**src/rtl/cpu_pipe_pkg.sv**
```systemverilog
// Shared pipeline definitions: elastic-register FSM states and the default bubble instruction.
package cpu_pipe_pkg;

    localparam int unsigned DEF_INSTR_W = 32;

    // All-zero by default; instances may override with a real ISA NOP encoding.
    localparam logic [DEF_INSTR_W-1:0] DEF_NOP_INSTR = '0;

    typedef enum logic [1:0] {
        EMPTY = 2'd0,
        BUSY  = 2'd1,
        FULL  = 2'd2
    } pipe_state_e;

endpackage

```
**src/rtl/sat_counter.sv**
```systemverilog
// Saturating up-counter with synchronous clear; holds at all-ones.
module sat_counter #(
    parameter int unsigned W = 16
) (
    input  logic         clk,
    input  logic         clr,
    input  logic         inc,
    output logic [W-1:0] count
);

    localparam logic [W-1:0] MAX_CNT = '1;

    always_ff @(posedge clk) begin
        if (clr) begin
            count <= '0;
        end else if (inc && (count != MAX_CNT)) begin
            count <= count + W'(1);
        end
    end

endmodule

```
**src/rtl/if_id_elastic_reg.sv**
```systemverilog
// IF/ID boundary register: valid/ready handshake, one skid entry behind the output register,
// flush-to-bubble and a saturating count of stalled output cycles.
module if_id_elastic_reg
    import cpu_pipe_pkg::*;
#(
    parameter int unsigned            PC_W        = 32,
    parameter int unsigned            INSTR_W     = 32,
    parameter logic [INSTR_W-1:0]     NOP_INSTR   = INSTR_W'(DEF_NOP_INSTR),
    parameter int unsigned            STALL_CNT_W = 16
) (
    input  logic                   clk,
    input  logic                   reset,
    input  logic                   flush,
    input  logic                   in_valid,
    output logic                   in_ready,
    input  logic [PC_W-1:0]        pc_incr_in,
    input  logic [INSTR_W-1:0]     instr_in,
    output logic                   out_valid,
    input  logic                   out_ready,
    output logic [PC_W-1:0]        pc_incr_out,
    output logic [INSTR_W-1:0]     instr_out,
    output logic [STALL_CNT_W-1:0] stall_cnt
);

    pipe_state_e          state;
    pipe_state_e          state_nxt;
    logic [PC_W-1:0]      main_pc_nxt;
    logic [INSTR_W-1:0]   main_instr_nxt;
    logic [PC_W-1:0]      skid_pc;
    logic [INSTR_W-1:0]   skid_instr;
    logic [PC_W-1:0]      skid_pc_nxt;
    logic [INSTR_W-1:0]   skid_instr_nxt;
    logic                 push;
    logic                 pop;

    assign push = in_valid & in_ready;
    assign pop  = out_valid & out_ready;

    // State, output (main) and skid registers; handshake flags track the next state.
    always_ff @(posedge clk) begin
        if (reset) begin
            state       <= EMPTY;
            out_valid   <= 1'b0;
            in_ready    <= 1'b1;
            pc_incr_out <= '0;
            instr_out   <= NOP_INSTR;
            skid_pc     <= '0;
            skid_instr  <= NOP_INSTR;
        end else begin
            state       <= state_nxt;
            out_valid   <= (state_nxt != EMPTY);
            in_ready    <= (state_nxt != FULL);
            pc_incr_out <= main_pc_nxt;
            instr_out   <= main_instr_nxt;
            skid_pc     <= skid_pc_nxt;
            skid_instr  <= skid_instr_nxt;
        end
    end

    // Next-state and datapath steering; flush drops everything, including this cycle's input.
    always_comb begin
        state_nxt      = state;
        main_pc_nxt    = pc_incr_out;
        main_instr_nxt = instr_out;
        skid_pc_nxt    = skid_pc;
        skid_instr_nxt = skid_instr;

        if (flush) begin
            state_nxt      = EMPTY;
            main_pc_nxt    = '0;
            main_instr_nxt = NOP_INSTR;
            skid_pc_nxt    = '0;
            skid_instr_nxt = NOP_INSTR;
        end else begin
            unique case (state)
                EMPTY: begin
                    if (push) begin
                        state_nxt      = BUSY;
                        main_pc_nxt    = pc_incr_in;
                        main_instr_nxt = instr_in;
                    end
                end
                BUSY: begin
                    if (push && pop) begin
                        main_pc_nxt    = pc_incr_in;
                        main_instr_nxt = instr_in;
                    end else if (push) begin
                        state_nxt      = FULL;
                        skid_pc_nxt    = pc_incr_in;
                        skid_instr_nxt = instr_in;
                    end else if (pop) begin
                        state_nxt      = EMPTY;
                        main_pc_nxt    = '0;
                        main_instr_nxt = NOP_INSTR;
                    end
                end
                FULL: begin
                    // Skid entry is older than anything that can arrive later.
                    if (pop) begin
                        state_nxt      = BUSY;
                        main_pc_nxt    = skid_pc;
                        main_instr_nxt = skid_instr;
                        skid_pc_nxt    = '0;
                        skid_instr_nxt = NOP_INSTR;
                    end
                end
                default: begin
                    state_nxt      = EMPTY;
                    main_pc_nxt    = '0;
                    main_instr_nxt = NOP_INSTR;
                    skid_pc_nxt    = '0;
                    skid_instr_nxt = NOP_INSTR;
                end
            endcase
        end
    end

    sat_counter #(
        .W (STALL_CNT_W)
    ) u_stall_cnt (
        .clk   (clk),
        .clr   (reset),
        .inc   (out_valid & ~out_ready),
        .count (stall_cnt)
    );

endmodule

```
**config.mk**
```make
export PLATFORM = sky130hd
export DESIGN_NAME = if_id_elastic_reg
export DESIGN_NICKNAME = d
export VERILOG_FILES = /design/src/rtl/cpu_pipe_pkg.sv /design/src/rtl/sat_counter.sv /design/src/rtl/if_id_elastic_reg.sv
export SDC_FILE = /design/constraint.sdc
export NUM_CORES = 1
export LEC_CHECK = 0
export CAP_MARGIN = 20
export CORE_AREA = 2 2 112 114
export DETAILED_ROUTE_END_ITERATION = 8
export DIE_AREA = 0 0 114 116
export PLACE_DENSITY = 0.85
export SLEW_MARGIN = 20
export SYNTH_ARGS = -nofsm -noshare
export SYNTH_HDL_FRONTEND = slang
export SYNTH_SLANG_ARGS = --single-unit
```
**constraint.sdc**
```tcl
create_clock -name clk -period 2.9 [get_ports clk]
set_input_delay 0.58 -clock clk [delete_from_list [all_inputs] [get_ports clk]]
set_output_delay 0.58 -clock clk [all_outputs]
set_load 0.02 [all_outputs]
```
==> results.cfg, run 1 <==
[sta]
timing.final.crit_share_pct = 77.0
setup_viol_count_final = 0
relSlewSlack_pct = 51.3
slew_viol_final = 0
fmax_mhz = 448
hold_viol_final = 0
worstMarginPinSlew_ps = 725
period_minus_slack_ps = 2230
grt_setup_unrepaired = false
fin_skew_ps = 10.4
finalSetupTns_ps = 0

[global_route]
grt_pass1_vias = 6157
grt_pass1_wl_um = 29300
grtUsageMet3_pct = 6.17
overflow = 0
gr-max-usage-layer = met2
grt_max_degree = 57
track_usage_pct = 27.6
use_met2_pct = 46.0
use_met1_pct = 34.3
antenna_found_initial = 0

[layout]
antenna_cells = 0
drive_gt1_share_pct = 7.17
nFillCells = 881
synthToLayoutAreaGrowth_pct = 34.4
nets = 950
design_area_mm2 = 0.00859
instances_no_fill = 1039
finalCoreUtilization_pct = 72.1

[cts]
ctsHoldBuffers = 0
clk_path_buf_depth = 2
h-tree-depth = 4
cts_tree = yes
postCtsSetupRepairBufs = 0
clock_latency_ps = 430
cts_sinks = 148
numCtsBuffers = 17
clockRootBuffer = clkbuf_16
post_cts_resized = 0
clk_pin_slew_ps = 60

[setup_path]
cp_slowest_cell = or4_1
critPathKind = in -> reg
crit_buf_inv = 1
crit_chain = clkdlybuf4s50_1 -> nand2b_1 -> or4_1 -> nor4_1 -> mux2_2
worstSetupEndpointType = flip-flop
crit_required_ps = 3210
r2r.worst_path.cells = 6
cp_data_arrival_time_ps = 2540
crit_family = simple AND/OR/NAND/NOR gates
cp_max_fo = 7
slowest_delay_ps = 640
critical_path_cell_count = 5
critPathLaunchType = primary input

[synthesis]
yosysMostFrequentCell = dfxtp_1
synth_nets = 839
yosys.area.top_type = dfxtp_1
synth_edf_count = 0
syn_avg_cell_area_um2 = 8.31
yosys-top-cells-area = dfxtp_1 46%, a21oi_1 10%, a2bb2oi_1 8.6%, nand2_1 8.0%, a22oi_1 7.4%
synth-main-ff-cell = dfxtp_1
synth_commonest_cells = 148 x dfxtp_1, 136 x nand2_1, 133 x a21oi_1
netlist.area_leader.share_pct = 46.3
synthCells = 769
yosys_warnings = 0
syn-cell-area_mm2 = 0.00639
synthArstFlopShare_pct = 0
synth_seq_cells = 148
synth.distinct_cells = 49
ys_seq_area_share_pct = 46.3

[die]
die_y_um = 116
core_area_mm2 = 0.0119
start_util_pct = 53.7
num_io_pins = 151
die_w_um = 114
die-area_mm2 = 0.0132
placementRows = 40

[power]
vdd_drop_max_mv = 0.295
p_leak_uw = 0.00288
power.density_mw_per_mm2 = 566

[hold_path]
hp-class = reg -> reg
hold_depth = 2

[placed_design]
place_hpwl_um = 11200
gp_routability_congestion = 0.841
dpl_cell_area_mm2 = 0.00801
io_buffers = 150
place_inst = 1008

[routing]
vias = 6451
wl_per_cell_um = 17.6
drt-initial-drc-count = 640
wl_um = 18300
vias_per_cell = 6.21
drt-pass1-iter-count = 5
drc = 0
ant_nets = 0

[run_status]
status = complete, no violations

[run]
max-cap-violations = 0
## path summary, 6_finish.rpt
path,startpoint,endpoint,slack [ps]
worst max register to register,state[0],instr_out[30],730
worst max-delay path,out_ready,u_stall_cnt.count[15],670
worst min-delay path,instr_out[6],instr_out[6],450
worst min register to register,instr_out[6],instr_out[6],450
## cell families after synthesis
logic type	synth area share [%]
xor gates and xnor gates	0.137
DFF	46.3
AOI/OAI and AO/OA	34.7
adders and majority gates	0.196
buffers and inverters	5.09
muxes	0.665
and+or+nand+nor	12.9
## sequential cells by signal, indices dropped and copies added, names as in the netlist
name and cells:
instr_out 32, pc_incr_out 32, skid_instr 32, skid_pc 32, u_stall_cnt.count 16, state 2
in_ready 1, out_valid 1
## metrics by stage
step / hold WS, ps / setup slack (ps) / power, uW
floorplan: 453 / 767 / 2460
global placement: 438 / 240 / 2720
detailed placement: 443 / 282 / 2740
CTS: 451 / 706 / 4870
global route: 469 / 606 / 5020
finish: 450 / 667 / 4860
## worst reg2reg max path, stage by stage, from the launching register on
cell      delay (ps)
dfxtp_2          530
buf_4            610
nand2b_1         220
o32ai_4          200
buf_12           280
nand2_1           90
a31oi_1          160
## layout by cell type (no fill, tap or decap), drive strengths merged, types with 3 or more instances in the layout
cell type      instances
dfxtp                148
clkbuf                21
nor3                   4
nand4                  3
nor4                   4
or3                    4
inv                    6
buf                   16
nand2                136
o21ai                 69
a21oi                133
or2                    3
a2bb2oi               63
nor2                   8
o41ai                  3
or4                    3
a31oi                  5
nand3                  5
and3                   3
clkinv                 7
clkdlybuf4s50        150
a22oi                 63
## metal layers
layer | vias up | wire length (um) | part of all wire [%]
met5 | - | 0 | 0
met4 | 0 | 399 | 2.2
met3 | 41 | 1230 | 6.8
met2 | 283 | 8930 | 49
met1 | 3098 | 7710 | 42
li1 | 3029 | - | -
## layout make-up
cell class                 instances  area, um^2  area share, %
clock inverter                    10         106           1.24
multi-input combinational        541        3140           36.5
sequential                       148        2960           34.5
tap                              147         184           2.14
timing repair buffer             166        1700           19.8
inverter                           6        22.5          0.262
clock buffer                      21         470           5.48
## report_power, final
part	total (uW)	internal (uW)	switching [uW]	leakage (uW)
Clock	2160	1320	838	0.000288
Sequential	2110	2080	28.6	0.00120
Combinational	597	282	315	0.00139
Total	4860	3680	1180	0.00288
Note: power is estimated with default switching activity, not from simulation.
==> inputs of run 2 (changes only) <==
Settings changed: CORE_AREA 2 2 112 114 to 2 2 123 125, DIE_AREA 0 0 114 116 to 0 0 125 127, PLACE_DENSITY 0.85 to 0.75.
Clock period 2.9 ns to 2 ns, I/O delays scaled along.
==> results.cfg, run 2 (synthesis results as in run 1) <==
[run_status]
status = complete, no violations

[die]
die-area_mm2 = 0.0159
num_io_pins = 151
core_area_mm2 = 0.0144
die_w_um = 125
die_y_um = 127
start_util_pct = 44.3
placementRows = 44

[layout]
instances_no_fill = 1108
synthToLayoutAreaGrowth_pct = 40.4
finalCoreUtilization_pct = 62.2
design_area_mm2 = 0.00897
antenna_cells = 0
nets = 981
final_common_cell = clkdlybuf4s50_1
drive_gt1_share_pct = 10.5
final_cell_mix = 150 x clkdlybuf4s50_1, 145 x dfxtp_1, 136 x nand2_1, 133 x a21oi_1, 69 x o21ai_0

[setup_path]
slowest_delay_ps = 590
timing.rr.start = u_stall_cnt.count[7]
worstSetupEndpointType = output pin
reg2reg_slack_ps = 120
crit_buf_inv = 2
critPathKind = reg -> out
crit_chain = buf_4 -> clkdlybuf4s50_1
critPathLaunchType = flip-flop
cp_data_arrival_time_ps = 1530
cp_max_fo = 4
crit_family = buffers and inverters
r2r.worst_path.cells = 4
crit_required_ps = 1600
r2r-end = u_stall_cnt.count[15]
cp_slowest_cell = clkdlybuf4s50_1

[routing]
ant_nets = 0
wl_per_cell_um = 16.5
wl_um = 18300
drt-initial-drc-count = 618
vias_per_cell = 5.70
drc = 0
drt-pass1-iter-count = 5
vias = 6317

[power]
power.density_mw_per_mm2 = 821
power_frac_seq_pct = 41.4
totalPowerFinal_uw = 7370
p_sw_share_pct = 23.5
vdd_drop_max_mv = 0.623
comb_power_share_pct = 12.5
p_clk_share_pct = 46.1
internal_power_uw = 5640
p_switching_uw = 1730
p_leak_uw = 0.00308

[sta]
whs_ps = 446
fmax_mhz = 518
fin_skew_ps = 5.99
timing.final.crit_share_pct = 96.5
relSlewSlack_pct = 69.4
setup_viol_count_final = 0
hold_viol_final = 0
worstMarginPinSlew_ps = 459
slew_viol_final = 0
period_minus_slack_ps = 1930
grt_setup_unrepaired = false

[placed_design]
dpl_cell_area_mm2 = 0.00835
gp_routability_congestion = 0.760
place_hpwl_um = 11000
io_buffers = 150
place_inst = 1076

[hold_path]
hold_depth = 2
hp-class = reg -> reg
hold_path_end = pc_incr_out[29]
hp-start = pc_incr_out[29]

[cts]
clockRootBuffer = clkbuf_16
clk_path_buf_depth = 2
post_cts_resized = 0
postCtsSetupRepairBufs = 0
numCtsBuffers = 17
clk_pin_slew_ps = 60
cts_sinks = 148
h-tree-depth = 4
ctsHoldBuffers = 0
clock_latency_ps = 420
cts_tree = yes

[global_route]
grt_max_degree = 98
grt_pass1_wl_um = 29900
track_usage_pct = 22.7
grt_pass1_vias = 5870
overflow = 0
antenna_found_initial = 0

[run]
max-cap-violations = 0
-- run 2: cell count changes in the layout (fill, tap and decap cells not counted) --
cell       previous run  this run
dfxtp_2               1         3
clkbuf_1              1         2
buf_12                5        11
dfxtp_1             147       145
clkinv_2              6         5
buf_4                10        36
buf_16                1         0
clkinv_4              1         0
bufinv_16             2         4
-- run 2: how the worst max path moves through the flow --
| stage | slack (ps) | from | cells past startpoint | endpoint |
|---|---|---|---|---|
| after floorplan | 20 | u_stall_cnt.count[6] | 5 | u_stall_cnt.count[15] |
| after global placement | -260 | out_ready | 5 | u_stall_cnt.count[15] |
| after detailed placement | -280 | out_ready | 5 | u_stall_cnt.count[15] |
| after CTS | 60 | u_stall_cnt.count[7] | 2 | stall_cnt[7] |
| after global routing | 5 | u_stall_cnt.count[7] | 4 | u_stall_cnt.count[15] |
| final | 70 | u_stall_cnt.count[7] | 2 | stall_cnt[7] |
-- run 2: final cells by class --
class / instances / area, um^2
Sequential cell: 148 / 2970
Timing Repair Buffer: 197 / 1990
Inverter: 6 / 22.5
Fill cell: 1275 / 5450
Clock buffer: 22 / 474
Tap cell: 184 / 230
Multi-Input combinational cell: 541 / 3140
Clock inverter: 10 / 153
-- run 2: worst register-to-register path, delay by kind of cell, from the launching register on --
kind | cells | cell delay [ps]
mux | 1 | 370
simple gates | 3 | 1040
flops | 1 | 370
-- run 2: metrics by stage --
step	TNS, ps	setup WS [ps]
6_report	0	70.2
5_1_grt	0	5.07
4_1_cts	0	63.0
3_5_place_dp	-5340	-281
3_3_place_gp	-3020	-265
2_1_floorplan	0	23.0
-- run 2: power by group through the flow --
| stage | clock (uW) | combinational (uW) | sequential (uW) |
|---|---|---|---|
| 2_1_floorplan | 0 | 407 | 3160 |
| 5_1_grt | 3570 | 994 | 3050 |
| 4_1_cts | 3430 | 925 | 3050 |
| 3_5_place_dp | 0 | 920 | 3110 |
| 3_3_place_gp | 0 | 917 | 3110 |
| 6_report | 3400 | 924 | 3050 |
-- run 2: per-layer routing --
metal | track usage (%) | part of all wire (%) | up-vias
li1 | - | - | 3098
met1 | 31.5 | 46 | 2995
met2 | 35.2 | 46 | 207
met3 | 5.36 | 6.3 | 17
met4 | 7.12 | 1.2 | 0
met5 | 0 | 0 | -
==> inputs of run 3 (changes only) <==
Settings changed: ABC_AREA from default to 1.
==> results.cfg, run 3 <==
[layout]
drive_gt1_share_pct = 6.87
nets = 1149
final_cell_mix = 435 x nand2_1, 150 x clkdlybuf4s50_1, 148 x dfxtp_1, 140 x a21oi_1, 71 x nand3_1
synthToLayoutAreaGrowth_pct = 36.8
final_common_cell = nand2_1
finalCoreUtilization_pct = 61.2
instances_no_fill = 1276
antenna_cells = 0
design_area_mm2 = 0.00883

[synthesis]
synth.distinct_cells = 27
yosys.area.top_type = dfxtp_1
synthArstFlopShare_pct = 0
yosysMostFrequentCell = nand2_1
synth_seq_cells = 148
synthCells = 943
netlist.area_leader.share_pct = 45.9
synth_edf_count = 0
syn_avg_cell_area_um2 = 6.84
synthSimpleGateAreaFrac_pct = 34.7
synth_top_family_by_area = simple AND/OR/NAND/NOR gates
syn-cell-area_mm2 = 0.00645
yosys-top-cells-area = dfxtp_1 46%, nand2_1 25%, a21oi_1 11%, nand3_1 5.5%, nor2_1 1.9%
synthAdderAreaFrac_pct = 0.194
ys_seq_area_share_pct = 45.9
synth_xor_area_share_pct = 0.815
synth-main-ff-cell = dfxtp_1
yosys_warnings = 0
synthMuxAreaShare_pct = 0
synth_commonest_cells = 436 x nand2_1, 148 x dfxtp_1, 140 x a21oi_1
synth_nets = 1013
synth_compound_area_share_pct = 11.9

[sta]
whs_ps = 457
period_minus_slack_ps = 1910
setup_viol_count_final = 0
fmax_mhz = 524
hold_viol_final = 0
slew_viol_final = 0
grt_setup_unrepaired = false
timing.final.crit_share_pct = 95.5
worstMarginPinSlew_ps = 479
relSlewSlack_pct = 68.1
fin_skew_ps = 6.42

[global_route]
grt_max_degree = 47
overflow = 0
antenna_found_initial = 0
grt_pass1_vias = 5552
track_usage_pct = 21.0
grt_pass1_wl_um = 27500

[cts]
ctsHoldBuffers = 0
clock_latency_ps = 420
cts_sinks = 148
clk_path_buf_depth = 2
clk_pin_slew_ps = 60
postCtsSetupRepairBufs = 0
h-tree-depth = 4
cts_tree = yes
clockRootBuffer = clkbuf_16
post_cts_resized = 0
numCtsBuffers = 17

[routing]
drt-pass1-iter-count = 8
drt-initial-drc-count = 383
ant_nets = 0
vias_per_cell = 5.01
wl_um = 17100
vias = 6394
wl_per_cell_um = 13.4
drc = 0

[hold_path]
hp-class = reg -> reg
hold_depth = 2

[die]
num_io_pins = 151
die_w_um = 125
core_area_mm2 = 0.0144
start_util_pct = 44.7
placementRows = 44
die_y_um = 127
die-area_mm2 = 0.0159

[placed_design]
dpl_cell_area_mm2 = 0.00821
place_inst = 1244
place_hpwl_um = 10700
io_buffers = 150
gp_routability_congestion = 0.798

[run_status]
status = complete, no violations

[power]
internal_power_uw = 5450
totalPowerFinal_uw = 7200
vdd_drop_max_mv = 0.559
power_frac_seq_pct = 42.3
p_clk_share_pct = 46.4
power.density_mw_per_mm2 = 815
p_switching_uw = 1750
comb_power_share_pct = 11.3
p_sw_share_pct = 24.3
p_leak_uw = 0.00338

[setup_path]
crit_required_ps = 1600
crit_chain = clkdlybuf4s50_1
cp_slowest_cell = clkdlybuf4s50_1
critPathKind = reg -> out
cp_max_fo = 7
critPathLaunchType = flip-flop
crit_buf_inv = 1
slowest_delay_ps = 650
worstSetupEndpointType = output pin
crit_family = buffers and inverters
critical_path_cell_count = 1
cp_data_arrival_time_ps = 1510
r2r.worst_path.cells = 9

[run]
max-cap-violations = 0
## run 3: cell types whose count changed after synthesis, sizes merged, moves of 5 or more
cell     previous run  this run
inv                 6        21
nor2                8        38
buf                21        36
a31oi               5         0
o21ai              69         9
nand3               5        71
a2bb2oi            63         0
nand2             136       439
a21oi             133       140
a22oi              63         0
clkbuf             53        24
## run 3: cells by family after synthesis
logic type / count (synthesis)
xor gates and xnor gates: 6
AOI/OAI and AO/OA: 150
adders and majority gates: 1
DFF: 148
and+or+nand+nor: 556
buffers and inverters: 82
## run 3: final cells by class
| class | count | area [um^2] |
|---|---|---|
| Tap cell | 184 | 230 |
| Multi-Input combinational cell | 713 | 3080 |
| Fill cell | 1347 | 5600 |
| Inverter | 22 | 83.8 |
| Clock buffer | 18 | 429 |
| Timing Repair Buffer | 177 | 1850 |
| Clock inverter | 14 | 186 |
| Sequential cell | 148 | 2960 |
## run 3: final timing paths
path,end,start,slack (ps)
max,stall_cnt[12],u_stall_cnt.count[12],90
min reg2reg,skid_pc[21],skid_pc[21],460
max reg2reg,u_stall_cnt.count[13],u_stall_cnt.count[0],320
min,skid_pc[21],skid_pc[21],460
## run 3: stage by stage
step           TNS, ps  setup WS [ps]
4_1_cts              0           74.1
3_3_place_gp         0           79.9
3_5_place_dp    -0.362         -0.362
5_1_grt              0           24.8
2_1_floorplan        0            358
6_report             0           89.8
## run 3: power by group through the flow
stage	logic, uW	clock network [uW]	registers, uW
floorplan	374	0	3160
finish	815	3340	3040
global route	888	3510	3050
detailed placement	817	0	3110
global placement	811	0	3110
CTS	822	3370	3040
## run 3: layer usage
| layer | vias up | GRT usage (%) | wire length, um |
|---|---|---|---|
| met3 | 19 | 4.31 | 922 |
| li1 | 3289 | - | - |
| met5 | - | 0 | 0 |
| met1 | 2921 | 27.7 | 7840 |
| met4 | 0 | 6.73 | 236 |
| met2 | 165 | 34.8 | 8120 |
